File: src/rtl/nark_pkg.sv
// Shared NARK pipeline control types: condition codes, forward selects and the decode control bundle.
// Used by nark_pipe_ctrl (optional feature macro: NARK_FWD_EN).
package nark_pkg;

  typedef enum logic [3:0] {
    COND_EQ  = 4'h0, COND_NE = 4'h1, COND_CS = 4'h2, COND_CC = 4'h3,
    COND_MI  = 4'h4, COND_PL = 4'h5, COND_VS = 4'h6, COND_VC = 4'h7,
    COND_HI  = 4'h8, COND_LS = 4'h9, COND_GE = 4'hA, COND_LT = 4'hB,
    COND_GT  = 4'hC, COND_LE = 4'hD, COND_AL = 4'hE, COND_AL2 = 4'hF
  } cond_e;

  typedef enum logic [1:0] {
    FWD_RF = 2'b00,
    FWD_W  = 2'b01,
    FWD_M  = 2'b10
  } fwd_e;

  typedef struct packed {
    logic       pcsrc;
    logic       regwrite;
    logic       memwrite;
    logic       branch;
    logic       memtoreg;
    logic       alusrc;
    logic       nowrite;
    logic [1:0] flagwrite;
    cond_e      cond;
  } ctrl_t;

  // Flags are ordered NZCV, N in bit 3.
  function automatic logic cond_holds(input cond_e cond, input logic [3:0] nzcv);
    logic n, z, c, v, ok;
    n = nzcv[3];
    z = nzcv[2];
    c = nzcv[1];
    v = nzcv[0];
    case (cond)
      COND_EQ: ok = z;
      COND_NE: ok = ~z;
      COND_CS: ok = c;
      COND_CC: ok = ~c;
      COND_MI: ok = n;
      COND_PL: ok = ~n;
      COND_VS: ok = v;
      COND_VC: ok = ~v;
      COND_HI: ok = c & ~z;
      COND_LS: ok = ~c | z;
      COND_GE: ok = ~(n ^ v);
      COND_LT: ok = n ^ v;
      COND_GT: ok = ~z & ~(n ^ v);
      COND_LE: ok = z | (n ^ v);
      COND_AL, COND_AL2: ok = 1'b1;
      default: ok = 1'b1;
    endcase
    return ok;
  endfunction

endpackage

File: src/rtl/nark_stage_reg.sv
// Generic pipeline stage register: async active-low reset, synchronous clear (bubble) over enable.
module nark_stage_reg #(
  parameter int WIDTH = 1
) (
  input  logic             clk,
  input  logic             rst_n,
  input  logic             en,
  input  logic             clr,
  input  logic [WIDTH-1:0] d,
  output logic [WIDTH-1:0] q
);

  // Stage storage: clear wins over enable, otherwise hold.
  always_ff @(posedge clk or negedge rst_n) begin
    if (!rst_n) begin
      q <= '0;
    end else if (clr) begin
      q <= '0;
    end else if (en) begin
      q <= d;
    end else begin
      q <= q;
    end
  end

endmodule

File: src/rtl/nark_pipe_ctrl.sv
// NARK pipeline control: E/M/W control registers, condition evaluation, NZCV flags, stall/flush/forward.
// Build option NARK_FWD_EN enables operand forwarding; without it RAW hazards on E/M stall decode.
module nark_pipe_ctrl
  import nark_pkg::*;
#(
  parameter int RA_W   = 4,
  parameter int ALUC_W = 2,
  parameter int COND_W = 4
) (
  input  logic              CLK,
  input  logic              RST,
  input  logic              PCSrcD,
  input  logic              RegWriteD,
  input  logic              MemWriteD,
  input  logic              BranchD,
  input  logic              MemtoRegD,
  input  logic              ALUSrcD,
  input  logic              NoWriteD,
  input  logic [ALUC_W-1:0] ALUControlD,
  input  logic [1:0]        FlagWriteD,
  input  logic [COND_W-1:0] CondD,
  input  logic [RA_W-1:0]   RA1D,
  input  logic [RA_W-1:0]   RA2D,
  input  logic [RA_W-1:0]   WA_D,
  input  logic [3:0]        ALUFlags,
  output logic [ALUC_W-1:0] ALUControlE,
  output logic              ALUSrcE,
  output logic              MemWriteM,
  output logic              RegWriteW,
  output logic              MemtoRegW,
  output logic              PCSrcW,
  output logic              BranchTakenE,
  output logic [1:0]        ForwardAE,
  output logic [1:0]        ForwardBE,
  output logic              StallF,
  output logic              StallD,
  output logic              FlushD,
  output logic [3:0]        Flags
);

  localparam int E_W = $bits(ctrl_t) + ALUC_W + 3 * RA_W;
  localparam int M_W = 4 + RA_W;
  localparam int W_W = 3 + RA_W;
`ifdef NARK_FWD_EN
  localparam logic FWD_ON = 1'b1;
`else
  localparam logic FWD_ON = 1'b0;
`endif

  ctrl_t             ctrl_d_s, ctrl_e_s;
  logic [ALUC_W-1:0] aluc_e_s;
  logic [RA_W-1:0]   wa_e_s, ra1_e_s, ra2_e_s, wa_m_s, wa_w_s;
  logic [E_W-1:0]    e_q_s;
  logic [M_W-1:0]    m_d_s, m_q_s;
  logic [W_W-1:0]    w_q_s;
  logic              pcsrc_m_s, regwrite_m_s, memwrite_m_s, memtoreg_m_s;
  logic              pcsrc_w_s, regwrite_w_s, memtoreg_w_s;
  logic              cond_ex_s, taken_s, hit_e_s, hit_m_s;
  logic              data_stall_s, pc_pending_s, clear_e_s;
  fwd_e              fwd_a_s, fwd_b_s;
  logic [3:0]        flags_r;

  function automatic fwd_e fwd_pick(input logic [RA_W-1:0] src,
                                    input logic [RA_W-1:0] wa_m, input logic rw_m,
                                    input logic [RA_W-1:0] wa_w, input logic rw_w);
    fwd_e sel;
    if (rw_m && (wa_m == src)) begin
      sel = FWD_M;
    end else if (rw_w && (wa_w == src)) begin
      sel = FWD_W;
    end else begin
      sel = FWD_RF;
    end
    return sel;
  endfunction

  // Bundle the decode control bits for the D->E register.
  always_comb begin
    ctrl_d_s = '{pcsrc: PCSrcD, regwrite: RegWriteD, memwrite: MemWriteD, branch: BranchD,
                 memtoreg: MemtoRegD, alusrc: ALUSrcD, nowrite: NoWriteD,
                 flagwrite: FlagWriteD, cond: cond_e'(CondD)};
  end

  nark_stage_reg #(.WIDTH(E_W)) u_reg_e (
    .clk(CLK), .rst_n(RST), .en(1'b1), .clr(clear_e_s),
    .d({ctrl_d_s, ALUControlD, WA_D, RA1D, RA2D}), .q(e_q_s)
  );
  assign {ctrl_e_s, aluc_e_s, wa_e_s, ra1_e_s, ra2_e_s} = e_q_s;

  // Condition check in E; side effects leave E already gated.
  always_comb begin
    cond_ex_s = cond_holds(ctrl_e_s.cond, flags_r);
    taken_s   = ctrl_e_s.branch & cond_ex_s;
    m_d_s     = {ctrl_e_s.pcsrc & cond_ex_s,
                 ctrl_e_s.regwrite & cond_ex_s & ~ctrl_e_s.nowrite,
                 ctrl_e_s.memwrite & cond_ex_s,
                 ctrl_e_s.memtoreg, wa_e_s};
  end

  nark_stage_reg #(.WIDTH(M_W)) u_reg_m (
    .clk(CLK), .rst_n(RST), .en(1'b1), .clr(1'b0), .d(m_d_s), .q(m_q_s)
  );
  assign {pcsrc_m_s, regwrite_m_s, memwrite_m_s, memtoreg_m_s, wa_m_s} = m_q_s;

  nark_stage_reg #(.WIDTH(W_W)) u_reg_w (
    .clk(CLK), .rst_n(RST), .en(1'b1), .clr(1'b0),
    .d({pcsrc_m_s, regwrite_m_s, memtoreg_m_s, wa_m_s}), .q(w_q_s)
  );
  assign {pcsrc_w_s, regwrite_w_s, memtoreg_w_s, wa_w_s} = w_q_s;

  // Architectural NZCV: N,Z and C,V pairs update independently.
  always_ff @(posedge CLK or negedge RST) begin
    if (!RST) begin
      flags_r <= 4'b0000;
    end else begin
      if (ctrl_e_s.flagwrite[1] & cond_ex_s) begin
        flags_r[3:2] <= ALUFlags[3:2];
      end else begin
        flags_r[3:2] <= flags_r[3:2];
      end
      if (ctrl_e_s.flagwrite[0] & cond_ex_s) begin
        flags_r[1:0] <= ALUFlags[1:0];
      end else begin
        flags_r[1:0] <= flags_r[1:0];
      end
    end
  end

  // Hazards: with forwarding only a load in E stalls; without it any E/M writer match does.
  always_comb begin
    hit_e_s      = ctrl_e_s.regwrite & ((wa_e_s == RA1D) | (wa_e_s == RA2D));
    hit_m_s      = regwrite_m_s & ((wa_m_s == RA1D) | (wa_m_s == RA2D));
    data_stall_s = (hit_e_s & (ctrl_e_s.memtoreg | ~FWD_ON)) | (hit_m_s & ~FWD_ON);
    pc_pending_s = PCSrcD | ctrl_e_s.pcsrc | pcsrc_m_s;
    clear_e_s    = data_stall_s | taken_s;
    fwd_a_s      = fwd_pick(ra1_e_s, wa_m_s, regwrite_m_s, wa_w_s, regwrite_w_s);
    fwd_b_s      = fwd_pick(ra2_e_s, wa_m_s, regwrite_m_s, wa_w_s, regwrite_w_s);
  end

  assign ALUControlE  = aluc_e_s;
  assign ALUSrcE      = ctrl_e_s.alusrc;
  assign MemWriteM    = memwrite_m_s;
  assign RegWriteW    = regwrite_w_s;
  assign MemtoRegW    = memtoreg_w_s;
  assign PCSrcW       = pcsrc_w_s;
  assign BranchTakenE = taken_s;
  assign ForwardAE    = FWD_ON ? fwd_a_s : FWD_RF;
  assign ForwardBE    = FWD_ON ? fwd_b_s : FWD_RF;
  assign StallF       = RST & (data_stall_s | pc_pending_s);
  assign StallD       = RST & data_stall_s;
  assign FlushD       = RST & (pc_pending_s | taken_s);
  assign Flags        = flags_r;

endmodule
File: config.mk
export PLATFORM = sky130hd
export DESIGN_NAME = nark_pipe_ctrl
export DESIGN_NICKNAME = d
export VERILOG_FILES = /design/src/rtl/nark_pkg.sv /design/src/rtl/nark_stage_reg.sv /design/src/rtl/nark_pipe_ctrl.sv
export SDC_FILE = /design/constraint.sdc
export NUM_CORES = 1
export LEC_CHECK = 0
export ABC_AREA = 1
export ABC_CLOCK_PERIOD_IN_PS = 1750
export BUFFER_PORTS_ARGS = -buffer_cell sky130_fd_sc_hd__buf_2
export CORE_ASPECT_RATIO = 1.5
export CORE_UTILIZATION = 50
export CTS_CLUSTER_DIAMETER = 60
export DETAILED_ROUTE_END_ITERATION = 8
export PLACE_DENSITY = 0.78
export SLEW_MARGIN = 20
export SYNTH_ARGS = -nofsm -noshare
export SYNTH_HDL_FRONTEND = slang
export SYNTH_SLANG_ARGS = --single-unit
File: constraint.sdc
create_clock -name CLK -period 1.75 [get_ports CLK]
set_input_delay 0 -clock CLK [delete_from_list [all_inputs] [get_ports CLK]]
set_output_delay 0 -clock CLK [all_outputs]
set_load 0.1 [all_outputs]
==> metrics <==
die height=73.5 um; Clock H-tree levels=2; post-synthesis simple-gate area fraction=27.5%; Synth Area in Compound Gates=roughly 2.9%; number of synthesized flops with an enable pin=0; Fmax=about 550 MHz; Yosys top cell area share=between 40% and 50%; clk sinks=34; gr usage total=25.9%; ant diodes=0; fin nets=slightly above 300; RSZ-0062 raised after global routing=yes; area grow syn2layout=47.7%; period utilization=104%; WS Path Type=flip-flop to output port; vias in the first global route=1622; clock transition at the registers of the reported paths=around 0.070 ns; GR Overflow Total=0; Yosys reg bits=34; Post-Synthesis Cells=approximately 190; final slew viol count=0; final WL=about 4.6 mm; arrival time worst endpoint=about 1.8 ns; clk_skew=between 0.008 and 0.009 ns; Max Cap Violations=0; Die Area=3650 sq um; core area=3190 sq um; drt first pass iters=4; grt peak-use layer=met2; share of post-route cells with drive strength above 1=42.6%; ranking of synthesized cells by area=dfrtp_1 50%, xnor2_1 7.7%, nand2_1 7.5%; Rel. slew slack=55.8%; status=complete, but fails checks; dominant cell type by area after synthesis=dfrtp_1; initial antenna violation count=0; CTS tree=built; die width=between 40 and 50 um; Syn Area/Cell=9.12 sq um; CP max FO=4; first-pass GRT wire length=6.80 mm; fraction of registers with async set/reset=100%; DP Wirelength=about 2.5 mm; worst hold path class=input pin to async pin; adder-cell area share of the yosys netlist=0%; Seq/Total Area, Yosys=49.9%; Cell Area, Placed=a little over 2000 sq um; routability cong.=approximately 0.84; post-synthesis mux area share=0%; I/O Buffers=47; GR Layer Usage met1=a little under a quarter; grt met2 use=around half; largest net degree at the start of global routing=20; XOR/XNOR share of the synthesized area=slightly above 8%; final worst path period need=~1.8 ns; routed vias=around 1.5k; worst-skew pair later-pin latency=approximately 0.29 ns; fin cells=around 310; crit end category=output port; DRT iter0 DRCs=between 50 and 60; Post-DRT Antenna Nets=0; Final Hold Vio Count=0; Critical Path RT=between 1.5 and 2 ns; drt drc=0; placed cell count=~270; IO Count=52; met3 Use GR=around 6.0%; row count=25; endpoints failing setup=12; Slew @ Worst Pin=roughly 0.66 ns; Root Buffer=clkbuf_8; failing checks=setup timing; Startpoint Class=flip-flop; Cell Area, Synth=approximately 1700 sq um; ys flop type=dfrtp_1; synth cell count leaders=34 x dfrtp_1, 34 x nand2_1, 33 x inv_1, 17 x nor2_1, 15 x xnor2_1; Ys Warns=0; CTS Buf Count=5; final instance area=around 2500 sq um; Clock Tree Buf Depth=2; Yosys cell types=25; largest family of logic cells by synthesized area=simple AND/OR/NAND/NOR gates; initial core utilization=a little over half; post-DR wirelength/cell=roughly 15 um; setup slack after layout=-0.0746 ns; vias per cell=between 4 and 5
## repair_timing
item | CTS | global route
pin swaps | 8 | 14
buffers inserted | 6 | 2
hold buffers | 24 | 0
endpoints found under the hold margin | 57 | 0
gates resized for setup | 7 | 16
endpoints found under the setup margin | 4 | 28
## registers in the layout, indices dropped and copies added (netlist names)
register	flops
Flags	4
u_reg_e.q	19
u_reg_m.q	8
u_reg_w.q	3
## final timing paths
| kind | depth (start not counted) | start | slack, ns | to |
|---|---|---|---|---|
| worst max-delay path | 11 | Flags[3] | -0.07 | BranchTakenE |
| worst min-delay path | 2 | RST | 0.12 | Flags[2] |
| worst max register to register | 9 | u_reg_e.q[10] | -0.03 | u_reg_e.q[12] |
| worst min register to register | 0 | u_reg_e.q[22] | 0.35 | u_reg_m.q[4] |
| max in group asynchronous | 3 | RST | 1.15 | Flags[0] |
| min in group CLK | 0 | u_reg_e.q[22] | 0.35 | u_reg_m.q[4] |
## cells in the final DEF (no fill, tap or decap), drive strengths merged
cell type	n
o211ai	1
nor2	30
dlygate4sd3	24
nand3b	1
xor2	1
buf	57
conb	4
nor3	1
inv	33
clkbuf	6
a21oi	2
xnor2	15
o31ai	1
nand3	11
nand2	37
dfrtp	34
nand4	8
clkinv	1
o21ai	3
clkinvlp	2
## logic make-up after synthesis
kind of cell              after synthesis
and+or+nand+nor                        88
buffers and inverters                  41
DFF                                    34
xor gates and xnor gates               16
AOI/OAI and AO/OA                       7
other                                   1
## stage by stage
stage          TNS (ns)  utilization, %  hold WS, ns  worst slack, ns
3_5_place_dp          0            64.2       -0.104           0.0399
2_1_floorplan   -0.0117               -       -0.296          -0.0117
3_3_place_gp          0            64.2       -0.107            0.101
5_1_grt           -2.68            78.9        0.155           -0.144
4_1_cts        -0.00412            76.7        0.139         -0.00298
6_report         -0.263            78.9        0.124          -0.0746
## cell type report
| class | instances | area (sq um) |
|---|---|---|
| fillers | 191 | 672 |
| repair buffers | 81 | 611 |
| multi-input cells | 115 | 759 |
| flip-flops and latches | 34 | 870 |
| well taps | 40 | 50.0 |
| clock buffers | 6 | 82.6 |
| inverters | 34 | 134 |
| clock inverters | 2 | 12.5 |
## worst max-delay path, cell delays in order, from the launching register on
cell        delay, ns
dfrtp_4          0.51
inv_4            0.08
nand2_4          0.06
nand3b_4         0.08
nand2_2          0.05
nand2_2          0.06
nand2_2          0.06
nor2_4           0.13
nand2_4          0.09
nand3_4          0.10
clkinvlp_4       0.13
buf_12           0.18
## layer usage
metal | vias up | part of all wire, %
li1 | 725 | -
met1 | 726 | 34
met2 | 58 | 57
met3 | 15 | 4.8
met4 | 0 | 3.8
met5 | - | 0
Power is not shown: default switching activity piles up to over one toggle a cycle in this logic, so the estimate is an artifact.
